**src/rtl/menu_pkg.sv**
```systemverilog
// Shared menu-subsystem types and helpers: button FSM states and ms-to-cycle conversion.
// Used by button_event, the debouncer instantiation and the menu FSM.
package menu_pkg;

  typedef enum logic [1:0] {
    IDLE,
    PRESSED,
    LONG,
    LOCKOUT
  } btn_state_t;

  // 64-bit intermediate so that CLK_FREQ * ms cannot overflow before the divide.
  function automatic int unsigned ms_to_cycles(input longint unsigned clk_freq,
                                               input longint unsigned ms);
    longint unsigned cyc;
    cyc = (clk_freq * ms) / 64'd1000;
    return cyc[31:0];
  endfunction

  function automatic int unsigned max_u(input int unsigned a, input int unsigned b);
    return (a > b) ? a : b;
  endfunction

endpackage

```
**src/rtl/btn_edge_detect.sv**
```systemverilog
// Rise/fall detector for an already-synchronous level; shared with the menu FSM switch inputs.
// The previous-level register loads the live input every cycle, reset included.
module btn_edge_detect (
  input  logic clk,
  input  logic i_level,
  output logic o_rise,
  output logic o_fall
);

  logic r_prev;

  // Reset would load i_level as well, so no reset branch is needed.
  always_ff @(posedge clk) begin
    r_prev <= i_level;
  end

  assign o_rise = i_level & ~r_prev;
  assign o_fall = ~i_level & r_prev;

endmodule

```
**src/rtl/button_event.sv**
```systemverilog
// Debounced button level to registered press/release/short/long/repeat pulses plus held level.
// Auto-repeat is compiled in only when BUTTON_AUTO_REPEAT_EN is defined.
module button_event
  import menu_pkg::*;
#(
  parameter int unsigned CLK_FREQ      = 100_000_000,
  parameter int unsigned LONG_PRESS_MS = 1000,
  parameter int unsigned REPEAT_MS     = 200
) (
  input  logic clk,
  input  logic reset,
  input  logic btn_level,
  output logic press_pulse,
  output logic release_pulse,
  output logic short_press,
  output logic long_press,
  output logic repeat_pulse,
  output logic held
);

  localparam int unsigned LONG_CYC = ms_to_cycles(CLK_FREQ, LONG_PRESS_MS);
`ifdef BUTTON_AUTO_REPEAT_EN
  localparam int unsigned REPEAT_CYC = ms_to_cycles(CLK_FREQ, REPEAT_MS);
  localparam int unsigned CNT_MAX    = max_u(LONG_CYC, REPEAT_CYC);
`else
  localparam int unsigned CNT_MAX    = LONG_CYC;
`endif
  localparam int unsigned CNT_W = $clog2(CNT_MAX) + 1;

  localparam logic [CNT_W-1:0] LONG_LAST = CNT_W'(LONG_CYC - 1);
`ifdef BUTTON_AUTO_REPEAT_EN
  localparam logic [CNT_W-1:0] REPEAT_LAST = CNT_W'(REPEAT_CYC - 1);
`endif

  if (LONG_CYC < 2) begin : g_long_chk
    $error("button_event: LONG_CYC must be at least 2");
  end
`ifdef BUTTON_AUTO_REPEAT_EN
  if (REPEAT_CYC < 1) begin : g_repeat_chk
    $error("button_event: REPEAT_CYC must be at least 1");
  end
`endif

  logic w_rise;
  logic w_fall;

  btn_edge_detect u_edge (
    .clk     (clk),
    .i_level (btn_level),
    .o_rise  (w_rise),
    .o_fall  (w_fall)
  );

  btn_state_t       r_state;
  btn_state_t       w_state_next;
  logic [CNT_W-1:0] r_count;
  logic [CNT_W-1:0] w_count_next;

  logic r_press, r_release, r_short, r_long, r_repeat, r_held;
  logic w_press_next, w_release_next, w_short_next, w_long_next, w_repeat_next, w_held_next;

  always_comb begin
    w_state_next   = r_state;
    w_count_next   = r_count;
    w_press_next   = 1'b0;
    w_release_next = 1'b0;
    w_short_next   = 1'b0;
    w_long_next    = 1'b0;
    w_repeat_next  = 1'b0;

    unique case (r_state)
      IDLE: begin
        if (w_rise) begin
          w_state_next = PRESSED;
          w_count_next = '0;
          w_press_next = 1'b1;
        end
      end

      // A fall on the threshold cycle wins: the press is still reported as short.
      PRESSED: begin
        w_count_next = r_count + 1'b1;
        if (w_fall) begin
          w_state_next   = IDLE;
          w_count_next   = '0;
          w_release_next = 1'b1;
          w_short_next   = 1'b1;
        end else if (r_count == LONG_LAST) begin
          w_state_next = LONG;
          w_count_next = '0;
          w_long_next  = 1'b1;
        end
      end

      LONG: begin
`ifdef BUTTON_AUTO_REPEAT_EN
        w_count_next = r_count + 1'b1;
        if (w_fall) begin
          w_state_next   = IDLE;
          w_count_next   = '0;
          w_release_next = 1'b1;
        end else if (r_count == REPEAT_LAST) begin
          w_count_next  = '0;
          w_repeat_next = 1'b1;
        end
`else
        if (w_fall) begin
          w_state_next   = IDLE;
          w_count_next   = '0;
          w_release_next = 1'b1;
        end
`endif
      end

      // Entered only from reset with the button down; wait silently for release.
      LOCKOUT: begin
        if (!btn_level) begin
          w_state_next = IDLE;
        end
      end

      default: begin
        w_state_next = IDLE;
        w_count_next = '0;
      end
    endcase

    // Held spans the release-pulse cycle too.
    w_held_next = (w_state_next == PRESSED) || (w_state_next == LONG) || w_release_next;
  end

  always_ff @(posedge clk) begin
    if (reset) begin
      r_state   <= btn_level ? LOCKOUT : IDLE;
      r_count   <= '0;
      r_press   <= 1'b0;
      r_release <= 1'b0;
      r_short   <= 1'b0;
      r_long    <= 1'b0;
      r_repeat  <= 1'b0;
      r_held    <= 1'b0;
    end else begin
      r_state   <= w_state_next;
      r_count   <= w_count_next;
      r_press   <= w_press_next;
      r_release <= w_release_next;
      r_short   <= w_short_next;
      r_long    <= w_long_next;
      r_repeat  <= w_repeat_next;
      r_held    <= w_held_next;
    end
  end

  assign press_pulse   = r_press;
  assign release_pulse = r_release;
  assign short_press   = r_short;
  assign long_press    = r_long;
  assign repeat_pulse  = r_repeat;
  assign held          = r_held;

endmodule

```
**config.mk**
```make
export PLATFORM = sky130hd
export DESIGN_NAME = button_event
export DESIGN_NICKNAME = d
export VERILOG_FILES = /design/src/rtl/menu_pkg.sv /design/src/rtl/btn_edge_detect.sv /design/src/rtl/button_event.sv
export SDC_FILE = /design/constraint.sdc
export NUM_CORES = 1
export LEC_CHECK = 0
export CORE_UTILIZATION = 38
export DETAILED_ROUTE_END_ITERATION = 7
export GPL_ROUTABILITY_DRIVEN = 0
export SLEW_MARGIN = 20
export SYNTH_ARGS = -nofsm -noshare
export SYNTH_HDL_FRONTEND = slang
export SYNTH_SLANG_ARGS = --single-unit
```
**constraint.sdc**
```tcl
create_clock -name clk -period 4.48 [get_ports clk]
set_clock_uncertainty 0.15 [all_clocks]
set_input_delay 0.896 -clock clk [delete_from_list [all_inputs] [get_ports clk]]
set_output_delay 0.896 -clock clk [all_outputs]
set_load 0.05 [all_outputs]
```
==> metrics.cfg, run 1 <==
[placement]
dp_hpwl_mm = 2.550
numPortBuffers = 7
place_ws_ns = 1.013

[power_and_ir_drop]
netSwitchingFraction_pct = 25.76
combinationalPowerShare_pct = 11.3
p_clk_share_pct = 36.7
p_total_mw = 0.6388
leakage_nw = 0.6956
pwr-share-seq_pct = 52.0
ir_drop_uv = 128.8
power.density_nw_per_um2 = 315.3
p_int_mw = 0.4743
p_switching_mw = 0.1645

[worst_hold_path]
hp-class = reg -> reg
whs_path_depth = 2
worstHoldStart = r_count[14]$_SDFFE_PP0P_
hold_path_end = r_count[14]$_SDFFE_PP0P_

[detailed_routing]
drt_wl_total_mm = 3.531
vias_per_cell = 5.297
drc = 0
firstDrtPassIters = 4
wl_per_cell_um = 13.27
antenna_left = 0
num_vias = 1409
drt_iter0_drc = 48

[die]
die_area_um2 = 5089
die_h_um = 71.34
coreArea_um2 = 4474
fp.dieW_um = 71.34
start_util_pct = 40.83
rows = 24
io_pins = 9

[yosys]
synthArstFlopShare_pct = 0
synth.top_cell.area_share_pct = 39.45
syn_inst = 204
synth.area.top_cells = dfxtp_1 (39%), xor2_1 (6.2%), nor2_1 (6.0%)
synth_cell_types = 46
synth.most_common_cell = dfxtp_1
ys.flop_type = dfxtp_1
syn_area_um2 = 1827
synthesis.nets = 213
ys_warn_count = 0
ys_seq_area_share_pct = 39.45
yosys-top-cells-count = dfxtp_1 (36), nor2_1 (29), xor2_1 (13), nand2_1 (12)
avgSynthCellArea_um2 = 8.955
synth_edf_count = 0
synth_seq_cells = 36
yosysTopAreaCell = dfxtp_1

[clock_tree]
cts_setup_buffers = 0
cts_hold_buf = 0
clkSinkCount = 36
cts.path.max_buffers = 2
cts_resized = 0
cts_tree = yes
numCtsBuffers = 5
clock-root-buffer = clkbuf_8
cts.clk_slew.worst_paths_ns = 0.07
h-tree-depth = 2
clock_latency_ns = 0.28

[critical_path]
path_cells = clkdlybuf4s50_1, nand2b_1, a21oi_1, o21a_1, a21o_1, buf_4, a21oi_1
max_stage_delay_ns = 0.49
cp_slowest_cell = o21a_1
regToRegStartpoint = r_count[0]$_SDFFE_PP0P_
r2r_end = r_count[15]$_SDFFE_PP0P_
crit_fanout = 15
required_ns = 4.50
crit_path_frequent_cell = a21oi_1
endpoint_kind = flop
path_class = in -> reg
cp.arrival_ns = 3.20
r2r_slack_ns = 1.64
start_kind = input port
reg2reg_depth = 7

[timing]
hold_slack_ns = 0.3537
setup_violations = 0
fin_crit_ns = 3.182
slew_headroom_pct = 45.09
tns_ns = 0
tightestPinTransition_ns = 0.8228
hold_violations = 0
rsz0062_at_grt = no
finalMaxSlewViolations = 0
min_period_over_period_pct = 71.02
fin_ws_ns = 1.298
timing.fmax_mhz = 314.3

[finish]
fillers = 459
antenna_cells = 0
area_delta_synth_final_pct = 10.89
drive_gt1_share_pct = 8.879
layout.nets = 222

[status]
outcome = complete, no violations

[run]
cap_violations = 0

[global_routing]
grt_pass1_wl_mm = 6.196
grt_overflow_total = 0
track_usage_pct = 15.70
grt_pass1_vias = 1392
grt_max_degree = 16
antenna_found_initial = 0

[power by group through the flow]
stage	clock [mW]	sequential [mW]	combinational, mW
after floorplan	0	0.346	0.0493
after global placement	0	0.339	0.0720
after detailed placement	0	0.339	0.0721
after CTS	0.244	0.332	0.0723
after global routing	0.261	0.333	0.0790
final	0.235	0.332	0.0722
[how the worst max path moves through the flow]
stage,depth (start not counted),end,from,slack (ns)
after floorplan,6,r_count[17]$_SDFFE_PP0P_,btn_level,1.92
after global routing,7,r_count[17]$_SDFFE_PP0P_,btn_level,1.10
after detailed placement,7,r_count[15]$_SDFFE_PP0P_,btn_level,1.01
after global placement,7,r_count[18]$_SDFFE_PP0P_,btn_level,1.10
after CTS,7,r_count[15]$_SDFFE_PP0P_,btn_level,1.30
final,7,r_count[15]$_SDFFE_PP0P_,btn_level,1.30
[worst max-delay path: cells and delay by family]
kind                   cells  cell delay, ns
AOI/OAI and AO/OA          4            1.30
buffers and inverters      2            0.77
and+or+nand+nor            1            0.22
[through the flow]
step	std cells	util, %	instance area [um^2]
detailed placement	258	43.20	1933
CTS	266	45.27	2026
global route	266	45.27	2026
floorplan	204	-	1827
global placement	258	43.20	1933
finish	266	45.27	2026
[cell type report]
type	instances	area [um^2]	share of cell area, %
Timing Repair Buffer	8	77.57	3.830
Multi-Input combinational cell	155	1044	51.51
Tap cell	52	65.06	3.212
Clock inverter	2	10.01	0.4941
Sequential cell	36	720.7	35.58
Inverter	7	26.28	1.297
Clock buffer	6	82.58	4.077
[layer usage]
metal,track usage (%),vias up,part of all wire (%)
li1,-,731,-
met1,20.63,659,52
met2,24.13,13,44
met3,3.376,6,2.1
met4,8.444,0,1.8
met5,0,-,0
[flip-flops by register name, summed over array words and instances, names as in the netlist]
register	flops
short_press	1
release_pulse	1
r_state	2
long_press	1
held	1
press_pulse	1
r_count	28
u_edge.r_prev	1
[layout by cell type, fill, tap and decap left out, types with 6 or more instances in the layout]
master | Yosys | routed
nor2_1 | 29 | 29
nor3_1 | 6 | 6
nand3_1 | 10 | 10
inv_1 | 7 | 7
xnor2_1 | 9 | 9
clkdlybuf4s50_1 | 0 | 7
ha_1 | 6 | 6
nand2_1 | 12 | 12
a21oi_1 | 7 | 7
dfxtp_1 | 36 | 36
clkbuf_8 | 0 | 6
xor2_1 | 13 | 13
nand4_1 | 10 | 10
[logic make-up (layout without fill, tap and decap cells)]
family / count (synthesis) / count (layout) / synth area share, %
AOI/OAI and AO/OA: 25 / 25 / 9.795
xor gates and xnor gates: 22 / 22 / 10.55
adders and majority gates: 6 / 6 / 4.109
buffers and inverters: 13 / 23 / 3.425
DFF: 36 / 36 / 39.45
muxes: 1 / 1 / 0.5480
other: 1 / 1 / 0.2053
and+or+nand+nor: 100 / 100 / 31.92
Power figures use the tool's default switching activity.
==> inputs of run 2 (changes only) <==
Clock period 4.48 ns to 3 ns, I/O delays scaled along.
==> metrics.cfg, run 2 (same netlist as run 1, synthesis figures left out) <==
[timing]
hold_violations = 0  ; unchanged
timing.fmax_mhz = 376.8
tns_ns = 0  ; unchanged
min_period_over_period_pct = 88.47
finalMaxSlewViolations = 0  ; unchanged
tightestPinTransition_ns = 0.6093  ; -0.2136 ns
rsz0062_at_grt = no
fin_crit_ns = 2.654
setup_violations = 0  ; unchanged
slew_headroom_pct = 59.34  ; +14 points

[finish]
layout_common_cells = dfxtp_1 (36), nor2_1 (29), xor2_1 (13), nand2_1 (12)
drive_gt1_share_pct = 10.50  ; +1.6 points
fillers = 452  ; -1.5%
reg_top3 = r_count (28), r_state (2)
final_util_pct = 45.95  ; +0.67 points
antenna_cells = 0  ; unchanged
largest_register_ffs = 28  ; unchanged
layout.nets = 228  ; +2.7%
area_delta_synth_final_pct = 12.53
final_common_cell = dfxtp_1
top_register = r_count

[clock_tree]
cts.clk_slew.worst_paths_ns = 0.06  ; about the same
h-tree-depth = 2  ; unchanged
cts_resized = 0  ; unchanged
numCtsBuffers = 5  ; unchanged
cts_setup_buffers = 0  ; unchanged
clock_latency_ns = 0.28  ; about the same
clkSinkCount = 36  ; unchanged
cts_hold_buf = 0  ; unchanged
cts_tree = yes
clock-root-buffer = clkbuf_8
cts.path.max_buffers = 2  ; unchanged

[global_routing]
grt_max_degree = 14  ; -2
antenna_found_initial = 0  ; unchanged
grt_pass1_wl_mm = 6.216  ; +0.32%
grt_pass1_vias = 1355  ; -2.7%
grt_overflow_total = 0  ; unchanged
track_usage_pct = 15.63  ; -0.072 points

[die]
coreArea_um2 = 4474  ; unchanged
die_h_um = 71.34  ; unchanged
fp.dieW_um = 71.34  ; unchanged
start_util_pct = 40.83  ; unchanged
io_pins = 9  ; unchanged
rows = 24  ; unchanged
die_area_um2 = 5089  ; unchanged

[critical_path]
cp.arrival_ns = 2.71  ; -0.49 ns
required_ns = 3.06  ; -1.44 ns
regToRegStartpoint = r_count[0]$_SDFFE_PP0P_
crit_fanout = 8  ; -7
crit_end = r_count[15]$_SDFFE_PP0P_
reg2reg_depth = 7  ; unchanged
start_kind = input port
path_class = in -> reg
crit_start = btn_level
r2r_slack_ns = 0.48  ; -1.16 ns
endpoint_kind = flop
r2r_end = held$_SDFF_PP0_

[worst_hold_path]
hp-class = reg -> reg
worstHoldStart = r_count[15]$_SDFFE_PP0P_

[power_and_ir_drop]
power.density_nw_per_um2 = 454.6  ; +44%
ir_drop_uv = 285.2  ; +120%
leakage_nw = 0.7140  ; +2.6%

[detailed_routing]
num_vias = 1427  ; +1.3%
vias_per_cell = 5.266  ; -0.59%
antenna_left = 0  ; unchanged
drt_wl_total_mm = 3.540  ; +0.25%
drc = 0  ; unchanged
drt_iter0_drc = 52  ; +8.3%
firstDrtPassIters = 4  ; unchanged
wl_per_cell_um = 13.06  ; -1.6%

[status]
outcome = complete, no violations

[placement]
numPortBuffers = 7  ; unchanged
dp_hpwl_mm = 2.676  ; +4.9%

[run]
cap_violations = 0  ; unchanged

run 2: changes by cell type in the layout (fill, tap and decap cells not counted):
cell      before  now
buf_4          1    7
clkbuf_1       0    1
clkbuf_8       6    5
clkinv_2       2    1
run 2: final cells by class:
| type | instances | area (um^2) | share of cell area (%) |
|---|---|---|---|
| clock buffer | 6 | 72.57 | 3.530 |
| clock inverter | 1 | 5.005 | 0.2435 |
| inverter | 7 | 26.28 | 1.278 |
| multi-input combinational | 155 | 1044 | 50.76 |
| sequential | 36 | 720.7 | 35.06 |
| tap | 52 | 65.06 | 3.165 |
| timing repair buffer | 14 | 122.6 | 5.965 |
run 2: worst min-delay path by stage:
stage                                     endpoint  cells after the start
after floorplan           r_count[15]$_SDFFE_PP0P_                      2
after global placement    r_count[15]$_SDFFE_PP0P_                      2
after detailed placement  r_count[15]$_SDFFE_PP0P_                      2
after CTS                 r_count[15]$_SDFFE_PP0P_                      2
after global routing      r_count[14]$_SDFFE_PP0P_                      2
final                     r_count[15]$_SDFFE_PP0P_                      2
run 2: routing by layer:
metal / vias up / wire (um) / GRT usage, %
met3: 4 / 75 / 3.797
met2: 16 / 1508 / 24.66
li1: 739 / - / -
met4: 0 / 41 / 4.667
met5: - / 0 / 0
met1: 668 / 1914 / 21.17
run 2: critical path, cell delays in order:
cell and delay, ns:
clkdlybuf4s50_1 0.46, nand2b_1 0.22, a21oi_1 0.23, o2111ai_1 0.35, or2_1 0.38, or3_1 0.31, a21oi_1 0.15
run 2: metrics by stage:
step	setup slack [ns]	power [mW]	instances	hold slack, ns	instance area, um^2
2_1_floorplan	0.5921	0.5900	204	0.3038	1827
3_3_place_gp	0.1733	0.6263	264	0.3287	1978
3_5_place_dp	0.1020	0.6260	264	0.3404	1978
4_1_cts	0.3775	0.9471	271	0.3548	2056
5_1_grt	0.1170	0.9802	271	0.3965	2056
6_report	0.3458	0.9344	271	0.3520	2056
run 2: report_power, final:
group / total [mW] / leakage [nW] / switching [mW] / internal (mW)
registers: 0.496 / 0.291 / 0.00824 / 0.487
clock network: 0.320 / 0.0410 / 0.162 / 0.158
logic: 0.119 / 0.381 / 0.0721 / 0.0468
total: 0.934 / 0.714 / 0.242 / 0.692
